### src/rtl/pwm_pkg.sv
// pwm_pkg
//   Shared definitions for the PWM ramp sequencer: duty width, FSM state
//   encoding and the 9-bit absolute-difference helper used both when sizing
//   a step and when judging a measurement against the commanded duty.
package pwm_pkg;

  localparam int DUTY_W = 8;

  typedef enum logic [1:0] {
    ST_IDLE = 2'd0,
    ST_STEP = 2'd1,
    ST_WAIT = 2'd2,
    ST_DONE = 2'd3
  } state_t;

  // |a - b| computed in 9 bits so the result never wraps.
  function automatic logic [DUTY_W:0] abs_diff(input logic [DUTY_W-1:0] a,
                                               input logic [DUTY_W-1:0] b);
    logic [DUTY_W:0] ea;
    logic [DUTY_W:0] eb;
    ea = {1'b0, a};
    eb = {1'b0, b};
    return (ea >= eb) ? (ea - eb) : (eb - ea);
  endfunction

endpackage

### src/rtl/pwm_timeout.sv
// pwm_timeout
//   Loadable up-counter used as the per-step watchdog. Saturates at the
//   terminal count TIMEOUT-1, which is flagged on tc.
// Ports:
//   clk      in   system clock
//   nRst     in   asynchronous active-low reset
//   clr      in   synchronous clear to 0 (highest priority)
//   load     in   synchronous load of load_val
//   load_val in   value loaded when load is high
//   en       in   count enable
//   tc       out  count == TIMEOUT-1
module pwm_timeout #(
  parameter logic [23:0] TIMEOUT = 24'd2000000,
  parameter int          CW      = (TIMEOUT > 24'd1) ? $clog2(TIMEOUT) : 1
) (
  input  logic          clk,
  input  logic          nRst,
  input  logic          clr,
  input  logic          load,
  input  logic [CW-1:0] load_val,
  input  logic          en,
  output logic          tc
);

  localparam logic [CW-1:0] TC_VAL = CW'(TIMEOUT - 24'd1);

  logic [CW-1:0] count_reg;

  assign tc = (count_reg == TC_VAL);

  always_ff @(posedge clk or negedge nRst) begin
    if (!nRst) begin
      count_reg <= '0;
    end else if (clr) begin
      count_reg <= '0;
    end else if (load) begin
      count_reg <= load_val;
    end else if (en && !tc) begin
      count_reg <= count_reg + CW'(1);
    end
  end

endmodule

### src/rtl/pwm_ramp.sv
// pwm_ramp
//   Closed-loop duty sequencer. Steps the commanded duty toward a latched
//   target by at most STEP per update, and after each update waits for a
//   fresh measurement (the first SKIP valids are stale) within TOL before
//   stepping again. A step that sees no acceptable sample within TIMEOUT
//   cycles aborts the ramp with a sticky err.
// Ports:
//   clk        in   system clock
//   nRst       in   asynchronous active-low reset
//   start      in   one-cycle request, latches target (ignored while busy)
//   target     in   requested final duty
//   busy       out  ramp in progress
//   done       out  one-cycle pulse, target reached and confirmed
//   err        out  sticky timeout flag, cleared by the next accepted start
//   duty       out  commanded duty to the generator
//   update     out  one-cycle load strobe to the generator
//   meas_valid in   measurement strobe from the measurer
//   meas_duty  in   measured duty
module pwm_ramp
  import pwm_pkg::*;
#(
  parameter logic [7:0]  STEP    = 8'd4,
  parameter logic [7:0]  TOL     = 8'd2,
  parameter int          SKIP    = 2,
  parameter logic [23:0] TIMEOUT = 24'd2000000
) (
  input  logic              clk,
  input  logic              nRst,
  input  logic              start,
  input  logic [DUTY_W-1:0] target,
  output logic              busy,
  output logic              done,
  output logic              err,
  output logic [DUTY_W-1:0] duty,
  output logic              update,
  input  logic              meas_valid,
  input  logic [DUTY_W-1:0] meas_duty
);

  localparam int SKW = (SKIP > 0) ? $clog2(SKIP + 1) : 1;
  localparam int TCW = (TIMEOUT > 24'd1) ? $clog2(TIMEOUT) : 1;

  state_t            state_reg,  state_next;
  logic [DUTY_W-1:0] duty_reg,   duty_next;
  logic [DUTY_W-1:0] tgt_reg,    tgt_next;
  logic [SKW-1:0]    skip_reg,   skip_next;
  logic              update_reg, update_next;
  logic              busy_reg,   busy_next;
  logic              done_reg,   done_next;
  logic              err_reg,    err_next;

  logic t_clr;
  logic t_en;
  logic t_tc;

  pwm_timeout #(
    .TIMEOUT (TIMEOUT),
    .CW      (TCW)
  ) u_timeout (
    .clk      (clk),
    .nRst     (nRst),
    .clr      (t_clr),
    .load     (1'b0),
    .load_val ({TCW{1'b0}}),
    .en       (t_en),
    .tc       (t_tc)
  );

  assign duty   = duty_reg;
  assign update = update_reg;
  assign busy   = busy_reg;
  assign done   = done_reg;
  assign err    = err_reg;

  always_comb begin
    logic [DUTY_W:0] diff9;
    logic [DUTY_W:0] stepv9;
    logic [DUTY_W:0] sum9;

    state_next  = state_reg;
    duty_next   = duty_reg;
    tgt_next    = tgt_reg;
    skip_next   = skip_reg;
    update_next = 1'b0;
    done_next   = 1'b0;
    busy_next   = busy_reg;
    err_next    = err_reg;
    t_clr       = 1'b0;
    t_en        = 1'b0;
    diff9       = '0;
    stepv9      = '0;
    sum9        = '0;

    unique case (state_reg)
      ST_IDLE: begin
        if (start) begin
          tgt_next = target;
          err_next = 1'b0;
          if (target == duty_reg) begin
            done_next = 1'b1;
          end else begin
            busy_next  = 1'b1;
            state_next = ST_STEP;
          end
        end
      end

      ST_STEP: begin
        // Step size is clamped to the remaining distance, so the duty lands
        // exactly on the target and can never wrap past 0 or 255.
        diff9  = abs_diff(tgt_reg, duty_reg);
        stepv9 = (diff9 < {1'b0, STEP}) ? diff9 : {1'b0, STEP};
        if (tgt_reg > duty_reg) begin
          sum9 = {1'b0, duty_reg} + stepv9;
        end else begin
          sum9 = {1'b0, duty_reg} - stepv9;
        end
        duty_next   = sum9[DUTY_W-1:0];
        update_next = 1'b1;
        t_clr       = 1'b1;
        skip_next   = SKW'(SKIP);
        state_next  = ST_WAIT;
      end

      ST_WAIT: begin
        t_en = 1'b1;
        // Acceptance is tested before the timeout so a good sample arriving
        // on the terminal-count cycle still wins.
        if (meas_valid && (skip_reg != '0)) begin
          skip_next = skip_reg - SKW'(1);
        end else if (meas_valid &&
                     (abs_diff(meas_duty, duty_reg) <= {1'b0, TOL})) begin
          state_next = (duty_reg == tgt_reg) ? ST_DONE : ST_STEP;
        end else if (t_tc) begin
          err_next   = 1'b1;
          busy_next  = 1'b0;
          state_next = ST_IDLE;
        end
      end

      ST_DONE: begin
        done_next  = 1'b1;
        busy_next  = 1'b0;
        state_next = ST_IDLE;
      end

      default: state_next = ST_IDLE;
    endcase
  end

  always_ff @(posedge clk or negedge nRst) begin
    if (!nRst) begin
      state_reg  <= ST_IDLE;
      duty_reg   <= '0;
      tgt_reg    <= '0;
      skip_reg   <= '0;
      update_reg <= 1'b0;
      busy_reg   <= 1'b0;
      done_reg   <= 1'b0;
      err_reg    <= 1'b0;
    end else begin
      state_reg  <= state_next;
      duty_reg   <= duty_next;
      tgt_reg    <= tgt_next;
      skip_reg   <= skip_next;
      update_reg <= update_next;
      busy_reg   <= busy_next;
      done_reg   <= done_next;
      err_reg    <= err_next;
    end
  end

endmodule

### config.mk
export PLATFORM = sky130hd
export DESIGN_NAME = pwm_ramp
export DESIGN_NICKNAME = d
export VERILOG_FILES = /design/src/rtl/pwm_pkg.sv /design/src/rtl/pwm_timeout.sv /design/src/rtl/pwm_ramp.sv
export SDC_FILE = /design/constraint.sdc
export NUM_CORES = 1
export LEC_CHECK = 0
export ABC_AREA = 1
export CORE_MARGIN = 5
export CORE_UTILIZATION = 61
export CTS_BUF_LIST = sky130_fd_sc_hd__clkbuf_8 sky130_fd_sc_hd__clkbuf_16
export CTS_CLUSTER_SIZE = 14
export DETAILED_ROUTE_END_ITERATION = 7
export PLACE_DENSITY = 0.82
export SLEW_MARGIN = 20
export SYNTH_ARGS = -nofsm -noshare
export SYNTH_HDL_FRONTEND = slang
export SYNTH_HIERARCHICAL = 1
export SYNTH_SLANG_ARGS = --single-unit
### constraint.sdc
create_clock -name clk -period 5.9 [get_ports clk]
set_clock_uncertainty 0.15 [all_clocks]
set_input_delay 1.18 -clock clk [delete_from_list [all_inputs] [get_ports clk]]
set_output_delay 1.18 -clock clk [all_outputs]
set_load 0.005 [all_outputs]
=== Word level (Yosys, flattened, before mapping) ===
Index checks and enable logic that the tools add are counted.

* Bits in registers: 45
* Input port bits: 20
* Output and inout bits: 12
* Logic and storage cells: 81

* $add $sub $neg: 8
* Order comparisons: 5
* Eq/ne operators: 13
* Muxes and demuxes: 31
* Reductions and logical operators: 15

{| class="wikitable"
|+ Operators by type and width
! operator !! number
|-
| $mux W21 || 2
|-
| $sub A8 B8 Y9 || 4
|-
| $add A21 B1 Y21 const B || 1
|-
| $eq A21 B21 Y1 const B || 1
|-
| $mux W9 || 2
|-
| $eq A8 B8 Y1 || 2
|-
| $ge A8 B8 Y1 || 2
|-
| $mux W8 || 2
|-
| $mux W2 || 7
|-
| $mux W1 || 13
|-
| $ne A2 B2 Y1 const B || 5
|-
| $le A9 B2 Y1 const B || 1
|-
| $lt A9 B3 Y1 const B || 1
|-
| $add A8 B8 Y8 || 1
|-
| $gt A8 B8 Y1 || 1
|-
| $pmux W2 S4 || 1
|-
| $reduce_bool A2 Y1 || 4
|-
| $sub A8 B8 Y8 || 1
|-
| $reduce_and A6 Y1 || 1
|-
| $reduce_and A5 Y1 || 1
|-
| $eq A2 B2 Y1 const B || 2
|-
| $pmux W1 S2 || 2
|-
| $pmux W2 S2 || 1
|-
| $reduce_and A2 Y1 || 2
|-
| 10 further kinds || 12
|}

=== Logic depth before layout (Yosys ltp) ===
Gate-level depths: netlist (run 1).

* Depth after elaboration: 7
* Depth in mapped cells: 36
* Depth with buffers taken out: 36

=== Cells and area by module ===
Netlist (run 1), hierarchy kept.

{| class="wikitable"
|+ Modules (own cells, without submodules)
! module !! times used !! cells an instance !! area an instance (um^2) !! sequential area each (um^2)
|-
| pwm_ramp || 1 || 521 || 3304.4 || 600.6
|-
| pwm_timeout || 1 || 265 || 1736.7 || 525.5
|}

=== Least setup slack after synthesis (run 1) ===
Ideal clock, no wire load.

* Path kind: reg-to-reg
* Start point: register duty_reg[1], in the netlist duty[1]
* End point: register duty_reg[7], in the netlist duty[7]
* Data arrival time: 3.877 ns
* Data required time: 5.633 ns
* Path slack: 1.756 ns
* Stages on the path, launching flop included: 33
* Path buffers: 0
* Period minus slack after synthesis: 4.144 ns
* Cells stage by stage: dfrtp_1 inv_1 ha_1 nand2_1 o21ai_1 a21oi_1 xor2_1 nor2_1 nand2_1 nand2_1 inv_1 nor2_1 inv_1 ha_1 nand2_1 nand2_1 nor2_1 a21oi_1 ha_1 a21oi_1 nand2_1 nand2_1 nand2_1 a21oi_1 nor2_1 nor2_1 nor2_1 nor2_1 inv_1 nand2_1 nand3_1 nand2_1 nand2_1

* Word-level cells in the longest chain between the ends: 6
* Elaborated cells on any way between the ends: 10
* Those cells by class: 4 x add/sub; 3 x order compare; 3 x mux

{| class="wikitable"
|+ Ends and longest elaborated chain
! what !! RTL line !! RTL
|-
| start: declaration || pwm_ramp.sv:44 || <nowiki>logic [DUTY_W-1:0] duty_reg, duty_next;</nowiki>
|-
| start signal: assignment || pwm_ramp.sv:163 || <nowiki>duty_reg <= duty_next;</nowiki>
|-
| $sub A8 B8 Y9 / $ge A8 B8 Y1 (equally long branches) || pwm_pkg.sv:23 || <nowiki>return (ea >= eb) ? (ea - eb) : (eb - ea);</nowiki>
|-
| $mux W9 || pwm_pkg.sv:23 ||
|-
| $lt A9 B3 Y1 || pwm_ramp.sv:112 || <nowiki>stepv9 = (diff9 < {1'b0, STEP}) ? diff9 : {1'b0, STEP};</nowiki>
|-
| $mux W8 || pwm_ramp.sv:112 ||
|-
| $sub A8 B8 Y8 / $add A8 B8 Y8 (equally long branches) || pwm_ramp.sv:116, pwm_ramp.sv:114 ||
|-
| $mux W8 * || pwm_ramp.sv:113 || <nowiki>if (tgt_reg > duty_reg) begin</nowiki>
|}

Every way passes the cells marked *; elsewhere a longest branch is shown, timed or not.
A chain may end at the register's enable or synchronous reset.

=== Worst setup path in the final report (run 1) ===
Same ends and word-level chain as after synthesis.

==> impl_metrics.py, run 1 <==
metrics = {
    "run_status": {
        "status": "completed",
    },
    "routing": {
        "wire_per_inst_um": 14.0,
        "drtIter0Drc": 258,
        "routed_wl_um": 13100,
        "dr.pass1.iters": 5,
        "ant_nets": 0,
        "drc": 0,
        "vias": 4986,
        "via_per_inst": 5.33,
    },
    "synth": {
        "yosysWarnings": 6,
        "syn_inst": 786,
        "avgSynthCellArea_um2": 6.41,
        "yosysSeqAreaShare": 0.223,
        "ys_types": 44,
        "synth_area_um2": 5040,
        "synth-seq-cells": 45,
    },
    "placed_design": {
        "hpwl_um": 10400,
        "placedCellCount": 928,
        "pre_cts_slack_ns": 1.03,
        "port_buffers": 31,
        "gp_congestion": 0.935,
    },
    "layout": {
        "largest_reg_flops": 21,
        "stdcell_count": 936,
        "seq_area_um2": 1130,
        "syn_to_final_growth_pct": 10.5,
        "multi_input_area_um2": 3400,
        "drive_gt1_frac": 0.0746,
        "nNetsFinal": 902,
        "fillCellCount": 738,
        "n_antenna_cell": 0,
    },
    "setup_path": {
        "worstReg2RegEnd": "duty[7]$_DFFE_PN0P_",
        "r2r_setup_slack_ns": 0.93,
        "critical_path_class": "reg2reg",
        "crit_fanout": 9,
        "max_stage_delay_ns": 0.65,
        "required_ns": 5.94,
        "cp_data_arrival_time_ns": 5.01,
        "r2r_cells": 33,
        "crit_slowest_cell": "dfrtp_1",
        "cp-end-kind": "register",
        "reg2reg_from": "duty[1]$_DFFE_PN0P_",
        "crit_top_cell": "nand2_1",
        "critPathLaunchType": "register",
    },
    "clock_network": {
        "cts_setup_buffers": 0,
        "cts_made_buffers": 5,
        "clock-sinks": 45,
        "clkSlewWorstSetupHoldPaths_ns": 0.09,
        "clockBufferDepth": 2,
        "ctsHoldBuffers": 0,
        "root_buffer": "clkbuf_8",
        "cts-resized-gates": 0,
        "cts_tree": "built",
        "htree_levels": 2,
        "clk_latency_ns": 0.31,
    },
    "pwr": {
        "p_leak_uw": 0.00297,
        "power.density_nw_per_um2": 601,
        "ir_drop_v": 0.000243,
    },
    "sta": {
        "min_period_ns": 4.97,
        "hold_slack_ns": 0.343,
        "finalSetupViolations": 0,
        "final_max_slew_viol_count": 0,
        "slew_headroom": 0.600,
        "fmaxAchievable_ghz": 0.201,
        "fin_crit_sh": 0.842,
        "fin_tns_setup_ns": 0,
        "tightest_slew_ns": 0.600,
        "rsz0062_at_grt": "no",
        "hold_viol": 0,
        "setup_ws_ns": 0.934,
    },
    "die": {
        "io_pins": 32,
        "design.die.area_um2": 10200,
        "start_util": 0.620,
        "die_x_um": 101,
        "die_y_um": 101,
        "rows": 33,
        "coreArea_um2": 8130,
    },
    "worst_hold_path": {
        "hold_path.class": "reg2reg",
        "hold_end": "skip_reg[0]$_DFFE_PN0P_",
        "whs_path_depth": 2,
        "hold_start": "skip_reg[0]$_DFFE_PN0P_",
    },
    "global_routing": {
        "grt_pass1_vias": 4839,
        "grt_usage": 0.270,
        "grt_pass1_wl_um": 22400,
        "grt_antenna_before_repair": 0,
        "grt_start_max_net_pins": 46,
        "overflow": 0,
    },
    "job": {
        "max_cap_viol_count": 0,
    },
}
how the worst max path moves through the flow:
stage,startpoint,end,slack (ns),depth (start not counted)
finish,duty[1]$_DFFE_PN0P_,duty[7]$_DFFE_PN0P_,0.93,33
global route,duty[1]$_DFFE_PN0P_,duty[7]$_DFFE_PN0P_,0.37,33
CTS,duty[1]$_DFFE_PN0P_,duty[7]$_DFFE_PN0P_,1.02,30
detailed placement,duty[1]$_DFFE_PN0P_,duty[7]$_DFFE_PN0P_,1.03,30
global placement,duty[1]$_DFFE_PN0P_,duty[7]$_DFFE_PN0P_,1.18,33
floorplan,duty[1]$_DFFE_PN0P_,duty[7]$_DFFE_PN0P_,1.76,32
Yosys cell counts (all sizes together):
cell type / count / area [um2]
nand2: 255 / 1030
nand3b: 1 / 7.51
a22oi: 1 / 7.51
conb: 1 / 3.75
o21bai: 3 / 22.5
nor2: 77 / 334
a21boi: 1 / 7.51
or2: 8 / 50.1
o22ai: 5 / 56.3
o21ai: 48 / 267
a21oi: 35 / 175
inv: 127 / 479
nand3: 68 / 365
dfrtp: 45 / 1130
clkbuf: 3 / 12.5
clkinv: 1 / 3.75
ha: 47 / 588
nand4: 16 / 100
mux2i: 2 / 20.0
xnor2: 2 / 17.5
xor2: 13 / 114
o211ai: 1 / 7.51
and2: 1 / 6.26
nor4: 2 / 12.5
buf: 13 / 93.8
nor3: 1 / 5.00
fa: 5 / 100
a21o: 4 / 30.0
through the flow:
stage	cell area, um2	total power [uW]	utilization
after global routing	5570	3730	0.685
after CTS	5570	3330	0.685
after global placement	5460	3000	0.671
after floorplan	5120	2510	-
final	5570	3350	0.685
after detailed placement	5460	3060	0.671
final cells by class:
type | instances | share of cell area
multi-input combinational | 618 | 0.611
sequential | 45 | 0.202
inverter | 128 | 0.0867
timing repair buffer | 32 | 0.0562
tap | 105 | 0.0236
clock buffer | 5 | 0.0124
clock inverter | 3 | 0.00764
power by group:
group	leakage [uW]	internal (uW)	total, uW	switching (uW)
registers	0.000569	456	657	201
clock network	0.0000595	126	243	117
logic	0.00234	922	2450	1530
total	0.00297	1500	3350	1840
worst max-delay path: cells and delay by family, from the launching register on:
kind / cells / cell delay (ns)
XOR/XNOR: 1 / 0.06
adder cells (fa/ha/maj): 3 / 0.89
AO/OA/AOI/OAI: 5 / 0.91
flip-flops: 1 / 0.65
AND/OR/NAND/NOR: 20 / 1.73
buffers and inverters: 4 / 0.48
cells in the final DEF (no fill, tap or decap), drive strengths merged, types with 2 or more instances in the layout:
| cell type | synthesis | final |
|---|---|---|
| xnor2 | 2 | 2 |
| o22ai | 5 | 5 |
| clkdlybuf4s50 | 0 | 30 |
| xor2 | 13 | 13 |
| clkbuf | 3 | 5 |
| nor2 | 77 | 77 |
| o21bai | 3 | 3 |
| nor4 | 2 | 2 |
| clkinv | 1 | 2 |
| buf | 13 | 2 |
| or2 | 8 | 8 |
| nand3 | 68 | 68 |
| a21oi | 35 | 35 |
| nand4 | 16 | 16 |
| fa | 5 | 5 |
| dfrtp | 45 | 45 |
| conb | 1 | 22 |
| o21ai | 48 | 48 |
| ha | 47 | 47 |
| a21o | 4 | 4 |
| nand2 | 255 | 255 |
| mux2i | 2 | 2 |
| inv | 127 | 128 |
metal layers:
| layer | vias to the layer above | GRT usage | wire length, um |
|---|---|---|---|
| li1 | 2540 | - | - |
| met5 | - | 0 | 0 |
| met1 | 2271 | 0.330 | 5540 |
| met2 | 150 | 0.493 | 6690 |
| met3 | 25 | 0.0304 | 614 |
| met4 | 0 | 0.0869 | 292 |
logic make-up (layout without fill, tap and decap cells):
kind of cell | Yosys count | count (layout) | share of synthesized area
AND/OR/NAND/NOR | 429 | 429 | 0.379
multiplexers | 2 | 2 | 0.00397
XOR/XNOR | 15 | 15 | 0.0261
buffers and inverters | 144 | 168 | 0.117
flip-flops | 45 | 45 | 0.223
AO/OA/AOI/OAI | 98 | 98 | 0.114
other | 1 | 22 | 0.000744
adder cells (fa/ha/maj) | 52 | 52 | 0.137
(Power assumes the default switching activity.)
==> inputs of run 2 (changes only) <==
--- a/config.mk
+++ b/config.mk
@@ -7,11 +7,11 @@
 export LEC_CHECK = 0
 export ABC_AREA = 1
 export CORE_MARGIN = 5
-export CORE_UTILIZATION = 61
+export CORE_UTILIZATION = 55
 export CTS_BUF_LIST = sky130_fd_sc_hd__clkbuf_8 sky130_fd_sc_hd__clkbuf_16
 export CTS_CLUSTER_SIZE = 14
 export DETAILED_ROUTE_END_ITERATION = 7
-export PLACE_DENSITY = 0.82
+export PLACE_DENSITY = 0.78
 export SLEW_MARGIN = 20
 export SYNTH_ARGS = -nofsm -noshare
 export SYNTH_HDL_FRONTEND = slang
==> constraint.sdc (replaced) <==
create_clock -name clk -period 4.55 [get_ports clk]
set_clock_uncertainty 0.15 [all_clocks]
set_input_delay 0.91 -clock clk [delete_from_list [all_inputs] [get_ports clk]]
set_output_delay 0.91 -clock clk [all_outputs]
set_load 0.005 [all_outputs]
==> run 2 against run 1 <==
  * Cell area rose by 5.3%
  * Global-route usage fell by 2.4 points
  * Critical path type unchanged
  * Worst setup slack got worse by 0.70 ns
  * Highest routed layer unchanged
  * Critical path depth rose by 1
  * Worst hold slack got worse by 0.015 ns
  * Combinational power rose by 49%
  * Sequential cell count did not move
  * Sequential power rose by 22%
  * Routed wire length rose by 3.0%
  * Clock power rose by 41%
  * Non-clock buffer count rose by 23
==> impl_metrics.py, run 2 (synthesis gave the netlist of run 1 again) <==
metrics = {
    "routing": {
        "wire_per_inst_um": 14.0,
        "drc": 0,
        "dr.pass1.iters": 5,
        "routed_wl_um": 13500,
        "via_per_inst": 5.29,
        "vias": 5107,
        "ant_nets": 0,
        "drtIter0Drc": 295,
    },
    "pwr": {
        "seqPwrFrac": 0.168,
        "p_sw_frac": 0.536,
        "pwr-share-clk": 0.071,
        "combPwrFrac": 0.761,
        "power.density_nw_per_um2": 817,
        "p_int_uw": 2220,
        "ir_drop_v": 0.000397,
        "p_leak_uw": 0.00308,
        "p_switching_uw": 2570,
    },
    "clock_network": {
        "clockBufferDepth": 2,
        "clk_latency_ns": 0.32,
        "htree_levels": 2,
        "clock-sinks": 45,
        "ctsHoldBuffers": 0,
        "root_buffer": "clkbuf_8",
        "cts_made_buffers": 5,
        "clkSlewWorstSetupHoldPaths_ns": 0.10,
        "cts_tree": "built",
    },
    "die": {
        "design.die.area_um2": 11200,
        "die_y_um": 106,
        "die_x_um": 106,
        "rows": 35,
        "io_pins": 32,
        "start_util": 0.556,
        "coreArea_um2": 9060,
    },
    "layout": {
        "n_antenna_cell": 0,
        "drive_gt1_frac": 0.133,
        "layout.cells.most_common": "nand2_1",
        "stdcell_area_um2": 5860,
        "largest_reg_flops": 21,
        "final_cell_mix": "236 x nand2_1, 118 x inv_1, 64 x nor2_1",
        "nNetsFinal": 925,
        "stdcell_count": 965,
        "fillCellCount": 840,
        "syn_to_final_growth_pct": 16.3,
    },
    "placed_design": {
        "port_buffers": 31,
        "gp_congestion": 0.911,
        "postPlaceCellArea_um2": 5560,
        "hpwl_um": 10400,
        "placedCellCount": 947,
        "pre_cts_slack_ns": 0.0295,
    },
    "setup_path": {
        "r2r_setup_slack_ns": 0.24,
        "crit_fanout": 5,
        "r2r_cells": 34,
        "max_stage_delay_ns": 0.38,
        "crit_top_cell": "nand2_1",
        "required_ns": 4.62,
        "reg2reg_from": "duty[0]$_DFFE_PN0P_",
        "critical_path_class": "reg2reg",
        "crit_slowest_cell": "dfrtp_1",
        "worstReg2RegEnd": "duty[7]$_DFFE_PN0P_",
        "critPathLaunchType": "register",
        "cp-end-kind": "register",
        "cp_data_arrival_time_ns": 4.38,
    },
    "global_routing": {
        "grt_pass1_wl_um": 22800,
        "met3_usage": 0.0306,
        "gr-usage-met2": 0.454,
        "grt_start_max_net_pins": 34,
        "grt_pass1_vias": 4994,
        "grt_antenna_before_repair": 0,
        "overflow": 0,
        "top_usage_layer": "met2",
        "grt_usage": 0.247,
        "grt_use_met1": 0.298,
    },
    "sta": {
        "finalSetupViolations": 0,
        "hold_viol": 0,
        "min_period_ns": 4.31,
        "hold_slack_ns": 0.329,
        "tightest_slew_ns": 0.653,
        "slew_headroom": 0.560,
        "final_max_slew_viol_count": 0,
        "rsz0062_at_grt": "yes",
        "fmaxAchievable_ghz": 0.232,
        "fin_crit_sh": 0.948,
        "setup_ws_ns": 0.237,
    },
    "run_status": {
        "status": "completed",
    },
    "worst_hold_path": {
        "hold_path.class": "in2async",
    },
    "job": {
        "max_cap_viol_count": 0,
    },
}
## run 2: worst max-delay path by stage
stage | from | endpoint | cells after the start
after floorplan | duty[1]$_DFFE_PN0P_ | duty[7]$_DFFE_PN0P_ | 32
after global placement | duty[0]$_DFFE_PN0P_ | duty[7]$_DFFE_PN0P_ | 36
after detailed placement | duty[0]$_DFFE_PN0P_ | duty[7]$_DFFE_PN0P_ | 36
after CTS | duty[0]$_DFFE_PN0P_ | duty[7]$_DFFE_PN0P_ | 36
after global routing | duty[0]$_DFFE_PN0P_ | duty[7]$_DFFE_PN0P_ | 36
final | duty[0]$_DFFE_PN0P_ | duty[7]$_DFFE_PN0P_ | 34
## run 2: final cells by class
class / count / area (um2) / area share
timing repair buffer: 55 / 485 / 0.0828
clock inverter: 3 / 50.0 / 0.00853
clock buffer: 5 / 68.8 / 0.0117
inverter: 128 / 483 / 0.0824
tap: 111 / 139 / 0.0237
sequential: 45 / 1130 / 0.192
multi-input combinational: 618 / 3510 / 0.599
## run 2: timing repair
item                       4_1_cts  5_1_grt
resized for setup                0       34
setup buffers                    0       10
setup endpoints to repair        0        3
## run 2: worst max-delay path, delay by kind of cell, from the launching register on
| family | cells | cell delay, ns |
|---|---|---|
| buf+inv | 5 | 0.39 |
| flops | 1 | 0.38 |
| xor+xnor | 1 | 0.16 |
| compound gates | 3 | 0.31 |
| fa+ha+maj | 4 | 1.05 |
| simple gates | 21 | 1.75 |
## run 2: per-layer routing
layer	vias to the layer above	routed length, um
li1	2586	-
met5	-	0
met4	0	332
met3	21	615
met2	149	6780
met1	2351	5810
## run 2: per-stage QoR
step,total power (uW),TNS (ns),utilization
after detailed placement,4060,0,0.614
final,4790,0,0.647
after floorplan,3250,0,-
after CTS,4420,0,0.627
after global placement,3960,0,0.614
after global routing,5300,-0.115,0.647
## run 2: power by group through the flow
stage	Combinational (uW)	Clock [uW]	Sequential [uW]
final	3650	342	803
after global routing	4100	363	832
after CTS	3290	350	789
after detailed placement	3260	0	794
after global placement	3170	0	783
after floorplan	2470	0	782
